==> src/rtl/fsgnj_arbiter.sv <==
// Two-requester round-robin front end for a shared FSGNJ/FSGNJN/FSGNJX datapath.
// Results are queued in a 2-entry FIFO in acceptance order.
module fsgnj_arbiter #(
  parameter int BUS_WIDTH = 64,
  parameter int TAG_W     = 5
) (
  input  logic                 clk,
  input  logic                 rst,
  input  logic                 r0_valid,
  output logic                 r0_ready,
  input  logic [1:0]           r0_op,
  input  logic [BUS_WIDTH-1:0] r0_in1,
  input  logic [BUS_WIDTH-1:0] r0_in2,
  input  logic [TAG_W-1:0]     r0_tag,
  input  logic                 r1_valid,
  output logic                 r1_ready,
  input  logic [1:0]           r1_op,
  input  logic [BUS_WIDTH-1:0] r1_in1,
  input  logic [BUS_WIDTH-1:0] r1_in2,
  input  logic [TAG_W-1:0]     r1_tag,
  output logic                 out_valid,
  input  logic                 out_ready,
  output logic [BUS_WIDTH-1:0] out_data,
  output logic [TAG_W-1:0]     out_tag,
  output logic                 out_src
);

  localparam int EXP_W  = (BUS_WIDTH == 64) ? 11 : 8;
  localparam int MANT_W = BUS_WIDTH - 1 - EXP_W;

  localparam logic [1:0] OP_J  = 2'b00;
  localparam logic [1:0] OP_JN = 2'b01;
  localparam logic [1:0] OP_JX = 2'b10;

  logic [1:0]           count;
  logic                 rd_ptr;
  logic                 wr_ptr;
  logic                 last_grant;
  logic [BUS_WIDTH-1:0] data_q [2];
  logic [TAG_W-1:0]     tag_q  [2];
  logic                 src_q  [2];

  logic                 full;
  logic                 grant0;
  logic                 grant1;
  logic                 acc0;
  logic                 acc1;
  logic                 acc;
  logic                 deq;
  logic [1:0]           sel_op;
  logic [BUS_WIDTH-1:0] sel_in1;
  logic [BUS_WIDTH-1:0] sel_in2;
  logic [TAG_W-1:0]     sel_tag;
  logic [BUS_WIDTH-1:0] result;

  function automatic logic [BUS_WIDTH-1:0] sgnj(
    input logic [1:0]           op,
    input logic [BUS_WIDTH-1:0] a,
    input logic [BUS_WIDTH-1:0] b
  );
    logic nan2;
    logic s1;
    logic s2;
    nan2 = (&b[BUS_WIDTH-2 -: EXP_W]) & (|b[MANT_W-1:0]);
    s1   = a[BUS_WIDTH-1];
    s2   = b[BUS_WIDTH-1];
    sgnj = a;
    // A NaN sign source leaves the magnitude operand untouched
    if (!nan2) begin
      case (op)
        OP_J:    sgnj = {s2, a[BUS_WIDTH-2:0]};
        OP_JN:   sgnj = {~s2, a[BUS_WIDTH-2:0]};
        OP_JX:   sgnj = {s1 ^ s2, a[BUS_WIDTH-2:0]};
        default: sgnj = a;
      endcase
    end
  endfunction

  assign full     = (count == 2'd2);
  assign grant0   = r0_valid & (~r1_valid | last_grant);
  assign grant1   = r1_valid & (~r0_valid | ~last_grant);
  assign r0_ready = grant0 & ~full;
  assign r1_ready = grant1 & ~full;
  assign acc0     = r0_valid & r0_ready;
  assign acc1     = r1_valid & r1_ready;
  assign acc      = acc0 | acc1;
  assign deq      = out_valid & out_ready;

  assign sel_op  = acc1 ? r1_op  : r0_op;
  assign sel_in1 = acc1 ? r1_in1 : r0_in1;
  assign sel_in2 = acc1 ? r1_in2 : r0_in2;
  assign sel_tag = acc1 ? r1_tag : r0_tag;
  assign result  = sgnj(sel_op, sel_in1, sel_in2);

  always_ff @(posedge clk) begin
    if (rst) begin
      count      <= 2'd0;
      rd_ptr     <= 1'b0;
      wr_ptr     <= 1'b0;
      last_grant <= 1'b1;
      for (int i = 0; i < 2; i++) begin
        data_q[i] <= '0;
        tag_q[i]  <= '0;
        src_q[i]  <= 1'b0;
      end
    end else begin
      if (acc) begin
        data_q[wr_ptr] <= result;
        tag_q[wr_ptr]  <= sel_tag;
        src_q[wr_ptr]  <= acc1;
        wr_ptr         <= ~wr_ptr;
        last_grant     <= acc1;
      end
      if (deq) rd_ptr <= ~rd_ptr;
      case ({acc, deq})
        2'b10:   count <= count + 2'd1;
        2'b01:   count <= count - 2'd1;
        default: count <= count;
      endcase
    end
  end

  // Outputs are forced to zero while empty so stale entries never show
  assign out_valid = (count != 2'd0);
  assign out_data  = out_valid ? data_q[rd_ptr] : '0;
  assign out_tag   = out_valid ? tag_q[rd_ptr]  : '0;
  assign out_src   = out_valid ? src_q[rd_ptr]  : 1'b0;

endmodule
==> config.mk <==
export PLATFORM = sky130hd
export DESIGN_NAME = fsgnj_arbiter
export DESIGN_NICKNAME = d
export VERILOG_FILES = /design/src/rtl/fsgnj_arbiter.sv
export SDC_FILE = /design/constraint.sdc
export NUM_CORES = 1
export LEC_CHECK = 0
export CAP_MARGIN = 0
export CORE_AREA = 2 2 135 137
export DETAILED_ROUTE_END_ITERATION = 10
export DIE_AREA = 0 0 137 139
export PLACE_DENSITY = 0.81
export SLEW_MARGIN = 10
export SYNTH_ARGS = -nofsm -noshare
export SYNTH_HDL_FRONTEND = slang
export SYNTH_SLANG_ARGS = --single-unit
==> constraint.sdc <==
create_clock -name clk -period 14.1 [get_ports clk]
set_input_delay 2.82 -clock clk [delete_from_list [all_inputs] [get_ports clk]]
set_output_delay 2.82 -clock clk [all_outputs]
set_load 0.02 [all_outputs]
==> summary.md, run 1 <==
| Metric | Value |
|---|---|
| Bufs on Longest Clock Path | `2` |
| Post-Syn Nets | `900` |
| Crit path arrival time | `around 4.9 ns` |
| Die Area | `between 15000 and 20000 sq um` |
| Clock network power share | `about 25%` |
| Most frequent cells in the layout | `clkdlybuf4s50_1 (347), nor2_1 (214), edfxtp_1 (140)` |
| Fin Clk Skew | `between 0.009 and 0.01 ns` |
| Mapped Area | `7306 sq um` |
| Layout cells sized above 1 | `slightly above 5%` |
| Flop2flop setup slack | `11.10 ns` |
| DRC Markers | `0` |
| CTS Hold Bufs | `0` |
| Die Ht | `139 um` |
| Fraction of registers with async set/reset | `0%` |
| Detailed-route wire length | `approximately 21000 um` |
| Leak Pwr | `roughly 4.4 nW` |
| Clock-pin slew on the worst setup and hold paths | `roughly 0.06 ns` |
| Critical path type | `input pin to primary output` |
| Core area | `17660 sq um` |
| Die span in x | `about 140 um` |
| Initial core utilization | `between 40% and 50%` |
| Drt first pass iters | `4` |
| Largest net degree at the start of global routing | `71` |
| Placed standard-cell area | `10910 sq um` |
| Busiest layer in global routing | `met2` |
| Seq pwr share | `35.7%` |
| Num CTS Buffers | `17` |
| Slew Limit Fails | `0` |
| Commonest non-fill, non-tap cell in the layout | `clkdlybuf4s50_1` |
| Hold Crit Class | `flip-flop to flip-flop` |
| Hold Fails Final Rpt | `0` |
| Syn avg cell area | `between 10 and 15 sq um` |
| Post_cts resized | `0` |
| # Max-Cap Violations | `0` |
| Clock Latency Late Sink | `0.42 ns` |
| IO Pins | `around 350` |
| NetSw | `around 650 uW` |
| Slew HR | `about 28%` |
| Top cells by area, synth | `edfxtp_1 (58%), mux2i_1 (19%), nor2_1 (11%)` |
| Final Wtd Congestion | `between 0.8 and 0.9` |
| Layout area overhead | `57.56%` |
| Via/cell ratio | `5.166` |
| Worst-path fanout max | `37` |
| M3 GR Usage | `6.213%` |
| Post-synth EDFFs | `140` |
| Synth area leader | `edfxtp_1` |
| Total track usage | `a little under a quarter` |
| Status | `finished, final reports clean` |
| Nets | `about 1200` |
| Critical Path Start Type | `input pin` |
| Site Rows | `49` |
| Post-Syn Instances | `624` |
| Comb power frac | `39.8%` |
| First-pass GRT wire length | `about 33000 um` |
| Post-CTS setup buffers | `0` |
| Internal | `roughly 1.2 mW` |
| Unrepaired setup endpoints after global routing | `no` |
| Initial antenna violation count | `1` |
| Routed wire per std cell | `between 15 and 20 um` |
| Slew @ Worst Pin | `1.078 ns` |
| HPWL Detailed | `roughly 15000 um` |
| Detail Route Antenna Nets | `0` |
| Post-layout minimum cycle time | `just under 8 ns` |
| Main flop type after synthesis | `edfxtp_1` |
| Setup tns final | `0 ns` |
| GR met2 Demand/Resource | `about two fifths` |
| Req. time, crit path | `11.28 ns` |
| Via count | `around 6200` |
| Synth top area share | `a little under three fifths` |
| PortBufs | `between 300 and 400` |
| Netlist cell types | `37` |
| Final period util | `54.66%` |
| Sw Share | `34.80%` |
| Iter 0 DRT Violations | `between 200 and 300` |
| VDD IR-drop max | `0.09759 mV` |
| Maximum clock rate | `129.7 MHz` |
| Pwr/cell area | `between 150 and 200 nW/um^2` |
| CTS tree | `yes` |
| Aggregate global routing overflow | `0` |
| Register area share after synthesis | `approximately 59%` |
| Root buffer cell | `clkbuf_16` |
| Fillcell total | `about 1400` |
| Vias in the first global route | `about 6400` |
| Critical Path Sink Type | `primary output` |
| GRT met1 Usage | `25.13%` |
| CTS H-tree depth | `4` |
| Clock sink count | `146` |
| Ys Warns | `0` |
| Cell area after layout | `11510 sq um` |
| Final setup vio count | `0` |
| Yosys reg bits | `146` |
[cell type report]
| class | instances | area, sq um | area share (%) |
|---|---|---|---|
| well taps | 229 | 286.5 | 2.489 |
| clock buffers | 17 | 425.4 | 3.696 |
| multi-input cells | 435 | 2776 | 24.12 |
| diodes | 1 | 2.502 | 0.02174 |
| flip-flops and latches | 146 | 4328 | 37.60 |
| clock inverters | 15 | 170.2 | 1.478 |
| repair buffers | 352 | 3511 | 30.50 |
| inverters | 3 | 11.26 | 0.09783 |
[cells in the mapped netlist, types with 2 or more instances]
| library cell | instances |
|---|---|
| nor2b_1 | 2 |
| mux2i_1 | 139 |
| xor2_1 | 2 |
| clkbuf_1 | 10 |
| buf_6 | 7 |
| nand4_1 | 8 |
| nor3_1 | 4 |
| edfxtp_1 | 140 |
| nor2_1 | 215 |
| inv_1 | 2 |
| xnor2_1 | 3 |
| nand3_1 | 4 |
| nor4_1 | 26 |
| or3_1 | 2 |
| dfxtp_1 | 6 |
| nor3b_1 | 2 |
| nand3b_1 | 2 |
| a21oi_1 | 3 |
| nand2_1 | 6 |
| a211oi_2 | 2 |
| buf_2 | 23 |
[critical path, stage by stage]
cell	delay [ns]
clkdlybuf4s50_1	0.49
nand2_1	0.15
nand3_4	0.50
inv_2	0.26
clkdlybuf4s50_1	0.65
[per-stage QoR]
step	hold WS [ns]	util [%]	total power, mW	worst slack (ns)	instances
after global routing	0.5957	65.19	1.950	6.268	1198
after detailed placement	0.5152	61.81	1.420	6.349	1165
after global placement	0.5022	61.81	1.406	6.420	1165
after CTS	0.5466	65.18	1.876	6.340	1197
after floorplan	0.4812	-	1.093	7.424	624
final	0.5363	65.19	1.860	6.393	1198
[routing by layer]
metal	part of all wire [%]	routed length (um)	vias to the layer above
met5	0	0	-
met4	3.0	638	0
met3	6.2	1328	45
met2	53	11390	241
met1	38	8097	2993
li1	-	-	2910
[power groups by stage]
stage	logic (mW)	clock network, mW	registers (mW)
finish	0.740	0.455	0.664
global route	0.793	0.480	0.677
CTS	0.749	0.461	0.666
detailed placement	0.745	0	0.675
global placement	0.738	0	0.668
floorplan	0.441	0	0.652
[state kept, by name (all words and copies together), names as in the netlist, named ones only]
register    flops
count           2
data_q        128
last_grant      1
rd_ptr          1
src_q           2
tag_q          10
wr_ptr          1
[cell families (layout without fill, tap and decap cells)]
logic type / after synthesis / count (layout) / synth area share, %
multiplexers: 139 / 139 / 19.04
flip-flops: 146 / 146 / 59.19
buffers and inverters: 43 / 387 / 3.323
AO/OA/AOI/OAI: 14 / 14 / 1.558
other: 0 / 1 / 0
adder cells (fa/ha/maj): 1 / 1 / 0.1712
XOR/XNOR: 5 / 5 / 0.5995
AND/OR/NAND/NOR: 276 / 276 / 16.12
[worst paths after layout]
kind | cells past startpoint | from | end
setup / recovery | 5 | r0_valid | r1_ready
hold / removal | 2 | rd_ptr | flip-flop
setup reg to reg | 4 | count[0] | data_q[1][52]
hold reg to reg | 2 | rd_ptr | flip-flop
No activity file was read; power rests on OpenSTA's default activity.
==> run 2, diff against run 1 <==
Settings changed: CORE_AREA 2 2 135 137 to unset, CORE_UTILIZATION set to 42, DIE_AREA 0 0 137 139 to unset, PLACE_DENSITY 0.81 to 0.82.
Clock period 14.1 ns to 7.56 ns, I/O delays scaled along.
==> run 2 against run 1 <==
Routed wire length down 0.25%. Final area down 0.35%. Register-to-register slack got worse by 6.5 ns. Die area shrank 5.9%. Flip-flop and latch count did not move. Sequential share of layout area rose by 0.13 points. Cell count down 0.83%. Clock power increased by 76%. First-iteration DRC count rose by 17%. Power increased by 84%. Core utilization up 3.3 points. Non-clock buffer count up 1. Critical endpoint unchanged. Largest cell class unchanged. Largest power group unchanged.
==> summary.md, run 2 (synthesis results as in run 1) <==
| Metric | Value |
|---|---|
| Hold Crit Class | `flip-flop to flip-flop` |
| Site Rows | `47 (-4.1%)` |
| Via count | `6107 (-1.3%)` |
| Initial antenna violation count | `0 (-1)` |
| Slew @ Worst Pin | `1.036 ns (-0.04201 ns)` |
| Drt first pass iters | `5 (+1)` |
| Bufs on Longest Clock Path | `2 (unchanged)` |
| Number of antenna diodes | `0 (-1)` |
| VDD IR-drop max | `0.1568 mV (+61%)` |
| Crit path arrival time | `3.57 ns (-1.32 ns)` |
| Die Area | `17930 sq um (-5.9%)` |
| CP endpoint | `r1_ready` |
| CTS tree | `yes` |
| Nets | `1232 (+0.081%)` |
| Maximum clock rate | `between 150 and 200 MHz` |
| Iter 0 DRT Violations | `328 (+17%)` |
| Clock network power share | `23.4% (-1.1 points)` |
| Final Wtd Congestion | `0.8961 (+9.3%)` |
| Post_cts resized | `0 (unchanged)` |
| Comb power frac | `40.4% (+0.6 points)` |
| Total track usage | `23.95% (+1.2 points)` |
| Aggregate global routing overflow | `0 (unchanged)` |
| Detailed-route wire length | `21400 um (-0.25%)` |
| Inst Count DP | `1157 (-0.69%)` |
| CTS H-tree depth | `4 (unchanged)` |
| Worst-path fanout max | `36 (-2.7%)` |
| Req. time, crit path | `6.05 ns (-5.23 ns)` |
| Most frequent cells in the layout | `clkdlybuf4s50_1 (347), nor2_1 (214), edfxtp_1 (140)` |
| Seq pwr share | `36.2% (+0.5 points)` |
| Crit path from | `r1_valid` |
| CP max stage delay | `0.65 ns (about the same)` |
| Final setup vio count | `0 (unchanged)` |
| Critical path depth in cells | `4 (-1)` |
| Num CTS Buffers | `17 (unchanged)` |
| Critical Path Start Type | `input pin` |
| Flop2flop setup slack | `4.61 ns (-6.49 ns)` |
| Internal | `2.248 mW (+85%)` |
| HPWL Detailed | `15530 um (+3.1%)` |
| Buf/Inv on CP | `3 (unchanged)` |
| Critical Path Sink Type | `primary output` |
| Largest reg by FF count | `data_q` |
| Delay-heaviest family, CP | `buffers and inverters` |
| Hold Fails Final Rpt | `0 (unchanged)` |
| Commonest non-fill, non-tap cell in the layout | `clkdlybuf4s50_1` |
| Final period util | `between 60% and 70%` |
| Critical path type | `input pin to primary output` |
| Most used cell, CP | `clkdlybuf4s50_1` |
| Slowest CP cell | `clkdlybuf4s50_1` |
| Reg2reg end | `data_q[1][63]` |
| Pwr/cell area | `297.7 nW/um^2 (+84%)` |
| Via/cell ratio | `5.141 (-0.49%)` |
| Unrepaired setup endpoints after global routing | `no` |
| Largest net degree at the start of global routing | `71 (unchanged)` |
| Post-CTS setup buffers | `0 (unchanged)` |
| Die span in x | `133.9 um (-2.3%)` |
| Layout cells sized above 1 | `4.855% (-0.21 points)` |
| Initial core utilization | `43.59% (+2.2 points)` |
| Slew Limit Fails | `0 (unchanged)` |
| # Max-Cap Violations | `0 (unchanged)` |
| Clock sink count | `146 (unchanged)` |
| Clock-pin slew on the worst setup and hold paths | `0.06 ns (about the same)` |
| CP cell instances | `clkdlybuf4s50_1 > nand3_4 > inv_2 > clkdlybuf4s50_1` |
| Root buffer cell | `clkbuf_16` |
| DRC Markers | `0 (unchanged)` |
| Core area | `16760 sq um (-5.1%)` |
| Biggest regs | `data_q (128), tag_q (10)` |
| Fin Clk Skew | `0.01090 ns (+0.001790 ns)` |
| Slew HR | `30.76% (+2.8 points)` |
| Sw Share | `34.17% (-0.63 points)` |
| Post-layout minimum cycle time | `approximately 5.1 ns` |
| Setup tns final | `0 ns (unchanged)` |
| First-pass GRT wire length | `32260 um (-1.9%)` |
| Leak Pwr | `4.381 nW (-0.30%)` |
| CTS Hold Bufs | `0 (unchanged)` |
| Post-route insts no fill | `1188 (-0.83%)` |
| Layout area overhead | `57.01%` |
| NetSw | `1.167 mW (+80%)` |
| Vias in the first global route | `6059 (-4.8%)` |
| Detail Route Antenna Nets | `0 (unchanged)` |
| Die Ht | `133.9 um (-3.7%)` |
| PortBufs | `347 (unchanged)` |
| Routed wire per std cell | `18.02 um (+0.59%)` |
| IO Pins | `348 (unchanged)` |
| Worst reg-to-reg path cell count | `6 (+2)` |
| Max FFs per register | `128 (unchanged)` |
| Clock Latency Late Sink | `0.41 ns (about the same)` |
| Status | `finished, final reports clean` |
| R2r startpoint | `count[0]` |
==> run 2: cell type report <==
type / instances / area [sq um]
inverters: 3 / 11.26
clock buffers: 17 / 425.4
fillers: 1248 / 5289
repair buffers: 353 / 3518
well taps: 220 / 275.3
flip-flops and latches: 146 / 4328
multi-input cells: 435 / 2774
clock inverters: 14 / 138.9
==> run 2: worst min-delay path: stages, from the launching register on <==
cell and delay (ns):
dfxtp_1 0.32, xnor2_1 0.08, nor2_1 0.07
==> run 2: routing by layer <==
layer  GRT usage (%)  part of all wire (%)
met1           29.44                    40
met2           42.72                    52
met3           4.195                   5.6
met4           7.260                   1.8
met5               0                     0
==> run 2: power by group through the flow <==
| stage | clock (mW) | sequential (mW) | combinational [mW] |
|---|---|---|---|
| finish | 0.801 | 1.24 | 1.38 |
| global route | 0.844 | 1.26 | 1.47 |
| CTS | 0.810 | 1.24 | 1.40 |
| detailed placement | 0 | 1.25 | 1.39 |
| global placement | 0 | 1.24 | 1.37 |
| floorplan | 0 | 1.22 | 0.823 |
==> run 2: worst min path at each step <==
stage | start | slack [ns] | cells after the start | endpoint
final | rd_ptr | 0.51 | 2 | rd_ptr
after global routing | rd_ptr | 0.58 | 2 | flip-flop
after CTS | rd_ptr | 0.52 | 2 | rd_ptr
after detailed placement | rd_ptr | 0.50 | 2 | rd_ptr
after global placement | rd_ptr | 0.50 | 2 | rd_ptr
after floorplan | rd_ptr | 0.48 | 2 | flip-flop
==> run 2: through the flow <==
step           hold WS, ns  util [%]  setup WS (ns)  total power, mW  instance area (sq um)
4_1_cts             0.5179     68.44          2.443            3.446                  11470
5_1_grt             0.5844     68.44          2.371            3.574                  11470
3_3_place_gp        0.5010     65.08          2.476            2.610                  10910
3_5_place_dp        0.4975     65.08          2.442            2.644                  10910
6_report            0.5140     68.44          2.478            3.415                  11470
2_1_floorplan       0.4812         -          2.192            2.039                   7306
==> run 3, diff against run 2 <==
Clock period 7.56 ns to 4.8 ns, I/O delays scaled along.
==> run 3 against run 2 <==
Final area grew 0.59%. Power grew 58%. First-iteration DRC count shrank 2.4%. Flip-flop and latch count is the same. Worst setup slack lost 1.4 ns. Cell count grew 0.51%. Count of clock-buffer cells in the layout grew 1. Clock power grew 57%. Non-clock buffer count grew 5. Core utilization grew 0.40 points. Critical endpoint unchanged. Highest routed layer unchanged.
==> summary.md, run 3 (synthesis results as in run 1) <==
| Metric | Value |
|---|---|
| Post-CTS setup buffers | `0 (unchanged)` |
| Largest reg by FF count | `data_q` |
| Max FFs per register | `128 (unchanged)` |
| Slew HR | `32.21% (+1.4 points)` |
| Aggregate global routing overflow | `0 (unchanged)` |
| Maximum clock rate | `between 200 and 300 MHz` |
| First-pass GRT wire length | `32780 um (+1.6%)` |
| Pwr Total | `5.409 mW (+58%)` |
| Largest net degree at the start of global routing | `70 (-1.4%)` |
| CTS tree | `yes` |
| Pwr/cell area | `468.8 nW/um^2 (+57%)` |
| Leak Pwr | `4.398 nW (+0.38%)` |
| HPWL Detailed | `16400 um (+5.6%)` |
| Layout cells sized above 1 | `5.242% (+0.39 points)` |
| Biggest regs | `data_q (128), tag_q (10)` |
| Final setup vio count | `0 (unchanged)` |
| Critical Path Start Type | `input pin` |
| Worst-path fanout max | `23 (-36%)` |
| Iter 0 DRT Violations | `320 (-2.4%)` |
| Clock-pin slew on the worst setup and hold paths | `0.06 ns (about the same)` |
| CTS Hold Bufs | `0 (unchanged)` |
| Die span in x | `133.9 um (unchanged)` |
| Commonest non-fill, non-tap cell in the layout | `clkdlybuf4s50_1` |
| Setup tns final | `0 ns (unchanged)` |
| PortBufs | `347 (unchanged)` |
| Layout area overhead | `57.94%` |
| Fin Clk Skew | `0.006136 ns (-0.004763 ns)` |
| VDD IR-drop max | `0.2755 mV (+76%)` |
| Bufs on Longest Clock Path | `2 (unchanged)` |
| Clock Latency Late Sink | `0.42 ns (about the same)` |
| Post_cts resized | `0 (unchanged)` |
| Via/cell ratio | `5.108 (-0.63%)` |
| Site Rows | `47 (unchanged)` |
| DRC Markers | `0 (unchanged)` |
| Nets | `1237 (+0.41%)` |
| Detailed-route wire length | `22030 um (+3.0%)` |
| Die Area | `17930 sq um (unchanged)` |
| Die Ht | `133.9 um (unchanged)` |
| Detail Route Antenna Nets | `0 (unchanged)` |
| Slew @ Worst Pin | `1.014 ns (-0.02167 ns)` |
| Core area | `16760 sq um (unchanged)` |
| Final period util | `78.29%` |
| Post-layout minimum cycle time | `3.758 ns` |
| Most frequent cells in the layout | `clkdlybuf4s50_1 (347), nor2_1 (214), edfxtp_1 (140)` |
| CTS H-tree depth | `4 (unchanged)` |
| IO Pins | `348 (unchanged)` |
| Drt first pass iters | `5 (unchanged)` |
| Routed wire per std cell | `18.45 um (+2.4%)` |
| Fillcell total | `1261 (+1.0%)` |
| Final Wtd Congestion | `0.8921 (-0.45%)` |
| Via count | `6099 (-0.13%)` |
| Num CTS Buffers | `17 (unchanged)` |
| Clock sink count | `146 (unchanged)` |
| Crit path arrival time | `2.80 ns (-0.77 ns)` |
| Root buffer cell | `clkbuf_16` |
| Total track usage | `24.67% (+0.72 points)` |
| Req. time, crit path | `3.84 ns (-2.21 ns)` |
| Status | `finished, final reports clean` |
| Critical path type | `input pin to primary output` |
| Slew Limit Fails | `0 (unchanged)` |
| # Max-Cap Violations | `0 (unchanged)` |
| Hold Crit Class | `flip-flop to flip-flop` |
| Hold Fails Final Rpt | `0 (unchanged)` |
| Initial core utilization | `43.59% (unchanged)` |
| Initial antenna violation count | `1 (+1)` |
| Critical Path Sink Type | `primary output` |
| Unrepaired setup endpoints after global routing | `no` |
| Vias in the first global route | `6085 (+0.43%)` |
-- run 3: area by class of cell --
type / instances / area (sq um) / share of cell area (%)
inverters: 3 / 11.26 / 0.09759
repair buffers: 358 / 3581 / 31.03
clock inverters: 13 / 137.6 / 1.193
flip-flops and latches: 146 / 4328 / 37.51
diodes: 1 / 2.502 / 0.02169
well taps: 220 / 275.3 / 2.386
multi-input cells: 435 / 2774 / 24.04
clock buffers: 18 / 429.2 / 3.719
-- run 3: worst max-delay path: stages --
cell	delay, ns
clkdlybuf4s50_1	0.59
nand3_4	0.40
inv_2	0.19
clkdlybuf4s50_1	0.64
-- run 3: metrics by stage --
step                instance area, sq um  instances  hold slack [ns]  setup WS, ns  util [%]
floorplan                           7310        624           0.4812         1.072         -
global route                       11540       1194           0.5692        0.9633     68.85
finish                             11540       1194           0.5233         1.042     68.85
global placement                   10970       1162           0.4937         1.069     65.45
detailed placement                 10970       1162           0.5080         1.030     65.45
CTS                                11540       1193           0.5266         1.023     68.83
-- run 3: metal layers --
| layer | GRT usage (%) | wire [um] |
|---|---|---|
| met4 | 8.396 | 480 |
| met5 | 0 | 0 |
| met3 | 6.009 | 1551 |
| met1 | 28.70 | 8591 |
| met2 | 44.19 | 11410 |
-- run 3: where the power goes --
| part | leakage, nW | internal (mW) | switching [mW] | total (mW) |
|---|---|---|---|---|
| sequential | 1.55 | 1.81 | 0.159 | 1.97 |
| combinational | 2.59 | 0.996 | 1.18 | 2.18 |
| clock | 0.252 | 0.760 | 0.502 | 1.26 |
-- run 3: worst paths after layout --
path,start,to,slack (ns),cells past startpoint
setup reg to reg,count[0],data_q[0][32],2.23,4
hold reg to reg,rd_ptr,rd_ptr,0.52,2
hold / removal,rd_ptr,rd_ptr,0.52,2
setup / recovery,r1_valid,r1_ready,1.04,4
